[src/rtl/uart_ctrl_pkg.sv]
// Shared definitions for the UART TX arbiter: FSM encoding and parameter limits.
package uart_ctrl_pkg;

    localparam int unsigned NB_DATA_DEF = 8;
    localparam int unsigned N_REQ_MIN   = 2;
    localparam int unsigned N_REQ_MAX   = 8;

    typedef enum logic [1:0] {
        ST_IDLE   = 2'd0,
        ST_ACCEPT = 2'd1,
        ST_SEND   = 2'd2,
        ST_WAIT   = 2'd3
    } state_t;

endpackage

[src/rtl/rr_picker.sv]
// Rotating-priority encoder: first asserted request at or above ptr, wrapping.
module rr_picker
    import uart_ctrl_pkg::*;
#(
    parameter  int unsigned N_REQ = 4,
    localparam int unsigned PTR_W = $clog2(N_REQ)
) (
    input  logic [N_REQ-1:0] req,
    input  logic [PTR_W-1:0] ptr,
    output logic [N_REQ-1:0] grant,
    output logic             any
);

    logic             found;
    logic [PTR_W-1:0] idx;

    always_comb begin
        grant = '0;
        found = 1'b0;
        idx   = '0;
        for (int unsigned i = 0; i < N_REQ; i++) begin
            idx = PTR_W'((ptr + i) % N_REQ);
            if (!found && req[idx]) begin
                grant[idx] = 1'b1;
                found      = 1'b1;
            end
        end
    end

    assign any = |req;

endmodule

[src/rtl/uart_tx_arbiter.sv]
// Round-robin arbiter sharing one UART TX among N_REQ byte producers,
// holding the grant until the owner's packet ends.
module uart_tx_arbiter
    import uart_ctrl_pkg::*;
#(
    parameter int unsigned NB_DATA = NB_DATA_DEF,
    parameter int unsigned N_REQ   = 4
) (
    input  logic                     clk,
    input  logic                     rst,
    input  logic [N_REQ-1:0]         i_req_valid,
    input  logic [N_REQ*NB_DATA-1:0] i_req_data,
    input  logic [N_REQ-1:0]         i_req_last,
    output logic [N_REQ-1:0]         o_req_ready,
    output logic                     o_tx_start,
    output logic [NB_DATA-1:0]       o_tx_data,
    input  logic                     i_tx_done,
    output logic [N_REQ-1:0]         o_grant,
    output logic                     o_busy
);

    localparam int unsigned PTR_W = $clog2(N_REQ);

    if (N_REQ < N_REQ_MIN || N_REQ > N_REQ_MAX) begin : g_bad_n_req
        $error("uart_tx_arbiter: N_REQ out of range");
    end

    state_t             state, state_n;
    logic [N_REQ-1:0]   grant_n, ready_n, pick_grant;
    logic               pick_any;
    logic [PTR_W-1:0]   rr_ptr, rr_ptr_n, grant_idx;
    logic [NB_DATA-1:0] data_n, sel_data;
    logic               last_q, last_n, sel_last;
    logic               start_n, busy_n, hs;

    rr_picker #(.N_REQ(N_REQ)) u_picker (
        .req   (i_req_valid),
        .ptr   (rr_ptr),
        .grant (pick_grant),
        .any   (pick_any)
    );

    // Route the current owner's byte and last flag; also recover its index.
    always_comb begin
        sel_data  = '0;
        sel_last  = 1'b0;
        grant_idx = '0;
        for (int unsigned k = 0; k < N_REQ; k++) begin
            if (o_grant[k]) begin
                sel_data  = i_req_data[k*NB_DATA +: NB_DATA];
                sel_last  = i_req_last[k];
                grant_idx = PTR_W'(k);
            end
        end
    end

    assign hs = |(o_req_ready & i_req_valid);

    // Next state; outputs are decoded from the next state so they register cleanly.
    always_comb begin
        state_n  = state;
        grant_n  = o_grant;
        rr_ptr_n = rr_ptr;
        data_n   = o_tx_data;
        last_n   = last_q;
        case (state)
            ST_IDLE: begin
                if (pick_any) begin
                    grant_n = pick_grant;
                    state_n = ST_ACCEPT;
                end
            end
            ST_ACCEPT: begin
                if (hs) begin
                    data_n  = sel_data;
                    last_n  = sel_last;
                    state_n = ST_SEND;
                end
            end
            ST_SEND: state_n = ST_WAIT;
            ST_WAIT: begin
                if (i_tx_done) begin
                    if (last_q) begin
                        rr_ptr_n = PTR_W'((grant_idx + 1) % N_REQ);
                        grant_n  = '0;
                        state_n  = ST_IDLE;
                    end else begin
                        state_n = ST_ACCEPT;
                    end
                end
            end
            default: state_n = ST_IDLE;
        endcase
        ready_n = (state_n == ST_ACCEPT) ? grant_n : '0;
        start_n = (state_n == ST_SEND);
        busy_n  = (state_n != ST_IDLE);
    end

    always_ff @(posedge clk or negedge rst) begin
        if (!rst) begin
            state       <= ST_IDLE;
            o_grant     <= '0;
            rr_ptr      <= '0;
            o_tx_data   <= '0;
            last_q      <= 1'b0;
            o_req_ready <= '0;
            o_tx_start  <= 1'b0;
            o_busy      <= 1'b0;
        end else begin
            state       <= state_n;
            o_grant     <= grant_n;
            rr_ptr      <= rr_ptr_n;
            o_tx_data   <= data_n;
            last_q      <= last_n;
            o_req_ready <= ready_n;
            o_tx_start  <= start_n;
            o_busy      <= busy_n;
        end
    end

endmodule

[config.mk]
export PLATFORM = sky130hd
export DESIGN_NAME = uart_tx_arbiter
export DESIGN_NICKNAME = d
export VERILOG_FILES = /design/src/rtl/uart_ctrl_pkg.sv /design/src/rtl/rr_picker.sv /design/src/rtl/uart_tx_arbiter.sv
export SDC_FILE = /design/constraint.sdc
export NUM_CORES = 1
export LEC_CHECK = 0
export CAP_MARGIN = 25
export CORE_ASPECT_RATIO = 0.8
export CORE_MARGIN = 2
export CORE_UTILIZATION = 29
export DETAILED_ROUTE_END_ITERATION = 16
export GPL_TIMING_DRIVEN = 1
export PLACE_DENSITY = 0.62
export SYNTH_ARGS = -nofsm -noshare
export SYNTH_HDL_FRONTEND = slang
export SYNTH_SLANG_ARGS = --single-unit
[constraint.sdc]
create_clock -name clk -period 4.6 [get_ports clk]
set_input_delay 1.38 -clock clk [delete_from_list [all_inputs] [get_ports clk]]
set_output_delay 1.38 -clock clk [all_outputs]
set_load 0.01 [all_outputs]
== Yosys cells after proc, flatten, opt, wreduce, memory -nomap -nowiden ==
Index checks and enable logic that the tools add are counted.
Word-level totals
  flip-flop bits (word level): 23
  output and inout port bits: 18
Cells by class
  bitwise operators: 4
  order comparisons: 8
  multiplexer cells: 44
  equal/unequal tests: 5
  reductions and logical operators: 16
  add/subtract/negate cells: 4
Operator list (count)
  4-bit 2-to-1 mux: 8
  8-bit 2-to-1 mux: 4
  1-bit 2-to-1 mux: 17
  2-bit by 3-bit < comparator with 1-bit output (second input constant): 4
  4-bit OR: 3
  2-bit 2-to-1 mux: 5
  1-bit binary-select mux with 2-bit select: 4
  1-bit demux with 2-bit select: 4
  2-bit by 1-bit greater-or-equal comparator with 1-bit output (second input constant): 4
  2-bit one-hot mux with 4 select lines: 1
  4-bit one-hot mux with 2 select lines: 1
  4-bit OR reduction: 2
  1-bit logical AND: 7
  2-bit == test (second input constant): 3
  2-bit by 1-bit adder with 2-bit output (second input constant): 2
  2-bit adder (second input constant): 2
  4-bit AND: 1
  2-bit by 1-bit == test with 1-bit output (second input constant): 2
  1-bit zero test: 3
  3-bit AND reduction: 1
  2-bit zero test: 1
  2-bit AND reduction: 1
  2-bit nonzero test: 1

== Logic depth before layout (Yosys ltp) ==
Gate-level depths: netlist of run 1.
  word-level depth: 15
  gate-level depth with buffers: 8

== By module ==
From an unflattened synthesis of run 1, not the netlist that was laid out.
Unflattened totals
  cells, all modules: 183
  area, all modules: 1620.3 µm²
By module, submodules not included
  uart_tx_arbiter: area an instance 1275.0 µm², cells an instance 146, times used 1
  rr_picker: area an instance 345.3 µm², cells an instance 37, times used 1

== Worst setup path after synthesis of run 1 ==
OpenSTA, ideal clock, no wires.
  path kind: input to register
  start point: input i_req_valid[0]
  end point: register o_req_ready[0]
  cell stages on the path: 5
  library setup time: 0.099 ns
  buffers on the path: 1
  arrival: 2.643 ns
  setup slack: 1.858 ns
  cell sequence: buf_2 > mux4_2 > a311oi_4 > a22oi_1 > a311oi_1
On the way
  word-level cells in the longest chain between the ends: 15
  elaborated cells between the ends (all ways): 34
RTL lines
  start: declaration: RTL line uart_tx_arbiter.sv:11  | input logic [N_REQ-1:0] i_req_valid,
  1-bit binary-select mux with 2-bit select: RTL line rr_picker.sv:23  | if (!found && req[idx]) begin
  1-bit 2-to-1 mux (not written as such): RTL line rr_picker.sv:23
  1-bit 2-to-1 mux: RTL line rr_picker.sv:23
  1-bit zero test: RTL line rr_picker.sv:23
  1-bit logical AND: RTL line rr_picker.sv:23
  1-bit 2-to-1 mux: RTL line rr_picker.sv:23
  1-bit zero test: RTL line rr_picker.sv:23
  1-bit logical AND: RTL line rr_picker.sv:23
  1-bit 2-to-1 mux: RTL line rr_picker.sv:23
  1-bit zero test: RTL line rr_picker.sv:23
  1-bit logical AND: RTL line rr_picker.sv:23
  4-bit 2-to-1 mux: RTL line rr_picker.sv:23
  4-bit 2-to-1 mux: RTL line uart_tx_arbiter.sv:68  | if (pick_any) begin
  4-bit one-hot mux with 2 select lines: RTL line uart_tx_arbiter.sv:66  | case (state)
  4-bit 2-to-1 mux (*): RTL line uart_tx_arbiter.sv:94  | ready_n = (state_n == ST_ACCEPT) ? grant_n : '0;
  named net ready_n[0]: RTL line uart_tx_arbiter.sv:29  | logic [N_REQ-1:0] grant_n, ready_n, pick_grant;
  end signal: assignment: RTL line uart_tx_arbiter.sv:115  | o_req_ready <= ready_n;
  end: declaration: RTL line uart_tx_arbiter.sv:14  | output logic [N_REQ-1:0] o_req_ready,
Mark *: on every way through the listed nets, which the timed path passes. The rest lies on a longest branch. The select of a mux whose other input is x is not followed.
A chain may end at the register's enable or synchronous reset.

== Final worst setup path of run 1 ==
  start point: input i_req_valid[0]
  end point: register o_req_ready[1]
Same word-level chain as after synthesis.

==> results of run 1 <==
==> worst max-delay path, stage by stage <==
cell and delay [ns]:
clkdlybuf4s50_1 0.58, nor4_2 0.72, a32oi_1 0.22, o21ai_0 0.44, a311oi_1 0.11
==> cell usage in the layout, fill, tap and decap left out, drive strengths merged, types with 3 or more instances in the layout <==
cell and n:
clkdlybuf4s50 60, dfrtp 23, nand2 19, nor2b 14, o21ai 13, a221oi 12, ha 12, a21oi 11
nor3 10, inv 7, a311oi 6, a22oi 5, nor3b 4, nor2 4, o22ai 4, a31oi 4
clkbuf 3
==> per-stage QoR <==
| step | power (mW) | util, % | instances | cell area [µm²] | worst slack, ns |
|---|---|---|---|---|---|
| final | 0.964 | 43.2 | 312 | 2350 | 1.29 |
| after global routing | 1.06 | 43.2 | 312 | 2350 | 1.09 |
| after CTS | 0.969 | 43.0 | 311 | 2330 | 1.30 |
| after detailed placement | 0.839 | 42.1 | 307 | 2290 | 1.02 |
| after global placement | 0.836 | 42.1 | 307 | 2290 | 1.14 |
| after floorplan | 0.655 | - | 179 | 1630 | 1.86 |
==> cell type report <==
class | count | area share [%]
clock buffer | 3 | 1.76
clock inverter | 1 | 0.213
inverter | 8 | 1.28
multi-input combinational | 137 | 41.6
sequential | 23 | 24.5
tap | 78 | 4.15
timing repair buffer | 62 | 26.5
==> flip-flops by register name (all words and copies together), names as in the netlist <==
name,cells
last_q,1
o_req_ready,4
rr_ptr,2
o_tx_data,8
o_tx_start,1
o_busy,1
state,2
o_grant,4
==> worst max-delay path by stage <==
stage / start / depth (start not counted) / slack, ns / to
2_1_floorplan: i_req_valid[0] / 5 / 1.86 / o_req_ready[0]
3_3_place_gp: i_req_valid[0] / 5 / 1.14 / o_req_ready[3]
3_5_place_dp: i_req_valid[0] / 5 / 1.02 / o_req_ready[1]
4_1_cts: i_req_valid[0] / 5 / 1.30 / o_req_ready[1]
5_1_grt: i_req_valid[0] / 5 / 1.09 / o_req_ready[0]
6_report: i_req_valid[0] / 5 / 1.29 / o_req_ready[1]
==> power breakdown <==
part | internal [mW] | switching, mW | leakage [nW]
sequential | 0.243 | 0.0677 | 0.311
combinational | 0.251 | 0.274 | 0.547
clock | 0.0605 | 0.0666 | 0.0255
==> logic make-up after synthesis <==
group	Yosys count	synth area share, %
AOI/OAI and AO/OA	63	27.9
DFF	23	35.3
muxes	3	3.45
and+or+nand+nor	59	19.4
adders and majority gates	12	9.21
buffers and inverters	19	4.76
==> per-layer routing <==
layer | up-vias | share of wire (%) | track usage [%] | routed length, µm
li1 | 783 | - | - | -
met2 | 71 | 42 | 23.2 | 1870
met3 | 4 | 10 | 5.37 | 452
met5 | - | 0 | 0 | 0
met1 | 714 | 47 | 20.8 | 2100
met4 | 0 | 1.1 | 2.91 | 47
==> flow_summary.toml, run 1 <==
[run_status]
status = "finished clean"

[floorplan]
dieArea_um2 = 6240
core_area_um2 = 5440
chipHeight_um = 71.1
initial_core_util_pct = 30.0
dieWidth_um = 87.8
rows = 24
ios = 61

[hold_path]
hold_start = "o_tx_data[6]"
hold_class = "reg -> reg"
whs_path_depth = 2
whs_endpoint = "o_tx_data[6]"

[route]
ant_nets = 0
vias = 1572
drtPass1Iterations = 4
wl_per_cell_um = 14.3
drc = 0
totalWireLength_um = 4470
routed_via_density = 5.04
detailedRoute.firstIterationViolations = 122

[final_layout]
seq_area_um2 = 576
drive_above_1_share_pct = 5.98
diodes = 0
fin_nets = 290
area_delta_synth_final_pct = 44.1
multi_input_area_um2 = 977
final.fill_count = 530

[global_route]
grt_pass1_vias = 1589
grt_max_degree = 24
grt_overflow = 0
antenna_found_initial = 0
grt_pass1_wl_um = 7420
grt_use_total_pct = 15.1

[pwr]
p_leak_nw = 0.884
cellPowerDensity_nw_per_um2 = 410
peakVddDrop_mv = 0.192

[sta]
setup_viol_count_final = 0
maxSlewViolCount = 0
finalCritPeriodShare_pct = 72.0
hold_viol_final = 0
hold_slack_ns = 0.485
fin_crit_ns = 3.31
max_freq_mhz = 302
slew_headroom_pct = 48.9
clock_skew_ns = 0.00752
tns_ns = 0
rsz0062_at_grt = "no"
worstMarginPinSlew_ns = 0.766

[setup_path]
r2r_end = "o_req_ready[1]"
ff2ff_setup_slack_ns = 1.97
critPathCaptureType = "flip-flop"
cp_data_required_time_ns = 4.73
r2r_cells = 7
crit_path_max_fanout = 10
cp-start-kind = "input port"
critPathArrivalTime_ns = 3.44
r2r_start = "rr_ptr[0]"
criticalPathCategory = "in -> reg"

[clock_network]
ctsHtreeMaxLevel = 1
clock-sinks = 23
cts_setup_buffers = 0
cts_tree = "built"
clockRootBuffer = "clkbuf_8"
cts_made_buffers = 3
clockBufferDepth = 2
clkTransAtPathRegs_ns = 0.09
cts_resized = 0
postCtsHoldBufs = 0
clk-insertion-delay-late_ns = 0.27

[place]
hpwl_um = 3390
io_buffers = 60
gp_congestion = 0.830

[synthesis]
netlist_instances = 179
yosysMostFrequentCell = "dfrtp_1"
ys_seq_elements = 23
synth_edf_count = 0
netlist.top_cell.by_area = "dfrtp_1"
syn-num-nets = 234
synth_common_cells = "dfrtp_1 (23), nand2_1 (19), nor2b_1 (14)"
synth_area_leaders = "dfrtp_1 (35%), ha_1 (9.2%), a221oi_1 (6.4%)"
synth-async-reset-ratio_pct = 100
ys_types = 39
ys_warn_count = 0
synth_top_area_share_pct = 35.3
syn-cell-area_um2 = 1630
syn_avg_cell_area_um2 = 9.11
yosysSeqAreaShare_pct = 35.3
synthFlopType = "dfrtp_1"

[flow_run]
maxCapViolCount = 0
(Power assumes the default switching activity.)
==> run 2, diff against run 1 <==
- PLACE_DENSITY: 0.62 -> 0.65
- clock period: 4.6 -> 3 ns (I/O delays scaled with it)
==> run 2 against run 1 <==
Design area up 2.6%. Hold slack barely moved. Cell count grew 2.9%. Combinational power rose by 77%. Register-to-register slack worse by 1.1 ns. Power increased by 60%.
==> flow_summary.toml, run 2 (synthesis results as in run 1) <==
[final_layout]
reg_top3 = "o_tx_data x8, o_grant x4, o_req_ready x4"
largest-register = "o_tx_data"
largest_reg_flops = 8
fin_nets = 299
final_common_cell = "clkdlybuf4s50_1"
drive_above_1_share_pct = 9.47
final_cell_mix = "clkdlybuf4s50_1 (60), dfrtp_1 (23), nand2_1 (19)"
finalInstanceArea_um2 = 2410
area_delta_synth_final_pct = 47.8
diodes = 0

[pwr]
cellPowerDensity_nw_per_um2 = 640
seqPwrFrac_pct = 27.4
p_leak_nw = 0.928
sw_frac_of_total_pct = 41.4
p_comb_share_pct = 60.1
clockPowerShare_pct = 12.5
intPower_uw = 904
p_sw_uw = 638
p_total_mw = 1.54
peakVddDrop_mv = 0.284

[place]
placed_area_um2 = 2360
hpwl_um = 3530
gp_congestion = 0.921
io_buffers = 60

[sta]
clock_skew_ns = 0.00194
finalCritPeriodShare_pct = 87.7
tns_ns = 0
hold_viol_final = 0
fin_crit_ns = 2.63
rsz0062_at_grt = "no"
maxSlewViolCount = 0
slew_headroom_pct = 57.2
worstMarginPinSlew_ns = 0.641
max_freq_mhz = 380
setup_viol_count_final = 0

[clock_network]
clkTransAtPathRegs_ns = 0.08
cts_setup_buffers = 0
cts_tree = "built"
cts_made_buffers = 3
clk-insertion-delay-late_ns = 0.26
ctsHtreeMaxLevel = 1
clockBufferDepth = 2
clockRootBuffer = "clkbuf_8"
clock-sinks = 23
cts_resized = 0
postCtsHoldBufs = 0

[global_route]
antenna_found_initial = 0
grt_overflow = 0
grt_pass1_vias = 1652
grt_pass1_wl_um = 7750
grt_use_total_pct = 15.8
grt_max_degree = 24

[route]
drtPass1Iterations = 4
vias = 1616
wl_per_cell_um = 14.5
routed_via_density = 5.03
drc = 0
ant_nets = 0
detailedRoute.firstIterationViolations = 64
totalWireLength_um = 4650

[floorplan]
ios = 61
core_area_um2 = 5440
initial_core_util_pct = 30.0
rows = 24
dieWidth_um = 87.8
chipHeight_um = 71.1
dieArea_um2 = 6240

[run_status]
status = "finished clean"

[setup_path]
criticalPathCategory = "in -> reg"
cp-start-kind = "input port"
ff2ff_setup_slack_ns = 0.87
cp_data_required_time_ns = 3.17
critPathCaptureType = "flip-flop"
critPathArrivalTime_ns = 2.80
crit_path_max_fanout = 9

[hold_path]
hold_class = "reg -> reg"

[flow_run]
maxCapViolCount = 0
[run 2: cell types whose count changed in the layout (fill, tap and decap cells not counted)]
cell,before,now
buf_4,1,11
buf_8,1,0
[run 2: area by class of cell]
type | count | area [µm²]
fill | 549 | 3030
multi-input combinational | 137 | 977
timing repair buffer | 71 | 683
sequential | 23 | 576
tap | 78 | 97.6
clock buffer | 3 | 41.3
inverter | 8 | 30.0
clock inverter | 1 | 5.00
[run 2: final timing paths]
check | startpoint | endpoint | depth (start not counted)
max | i_req_valid[3] | o_req_ready[2] | 5
min | o_tx_data[6] | o_tx_data[6] | 2
max reg2reg | rr_ptr[0] | o_req_ready[2] | 6
min reg2reg | o_tx_data[6] | o_tx_data[6] | 2
max in group asynchronous | rst | o_req_ready[1] | 2
min in group asynchronous | rst | o_grant[0] | 2
[run 2: layer usage]
| layer | GRT usage, % | part of all wire (%) | vias up |
|---|---|---|---|
| met5 | 0 | 0 | - |
| met4 | 2.22 | 0.41 | 0 |
| met3 | 6.07 | 8.2 | 2 |
| met2 | 24.8 | 43 | 59 |
| met1 | 21.3 | 48 | 749 |
| li1 | - | - | 806 |
[run 2: stage by stage]
stage,worst slack (ns),utilization [%],std cells,hold WS [ns]
2_1_floorplan,0.738,-,179,0.499
3_3_place_gp,0.171,43.5,317,0.461
3_5_place_dp,0.123,43.5,317,0.471
4_1_cts,0.393,44.3,321,0.491
5_1_grt,0.255,44.3,321,0.530
6_report,0.368,44.3,321,0.485
[run 2: critical path, cell delays in order]
cell,delay [ns]
clkdlybuf4s50_1,0.56
mux4_2,0.58
a311oi_4,0.32
a22oi_1,0.15
a311oi_1,0.29
[run 2: power groups by stage]
stage               Combinational [mW]  Sequential [mW]  Clock (mW)
global placement                 0.923            0.432           0
global route                      1.03            0.432       0.213
CTS                              0.928            0.425       0.199
detailed placement               0.920            0.432           0
floorplan                        0.555            0.450           0
finish                           0.927            0.423       0.192
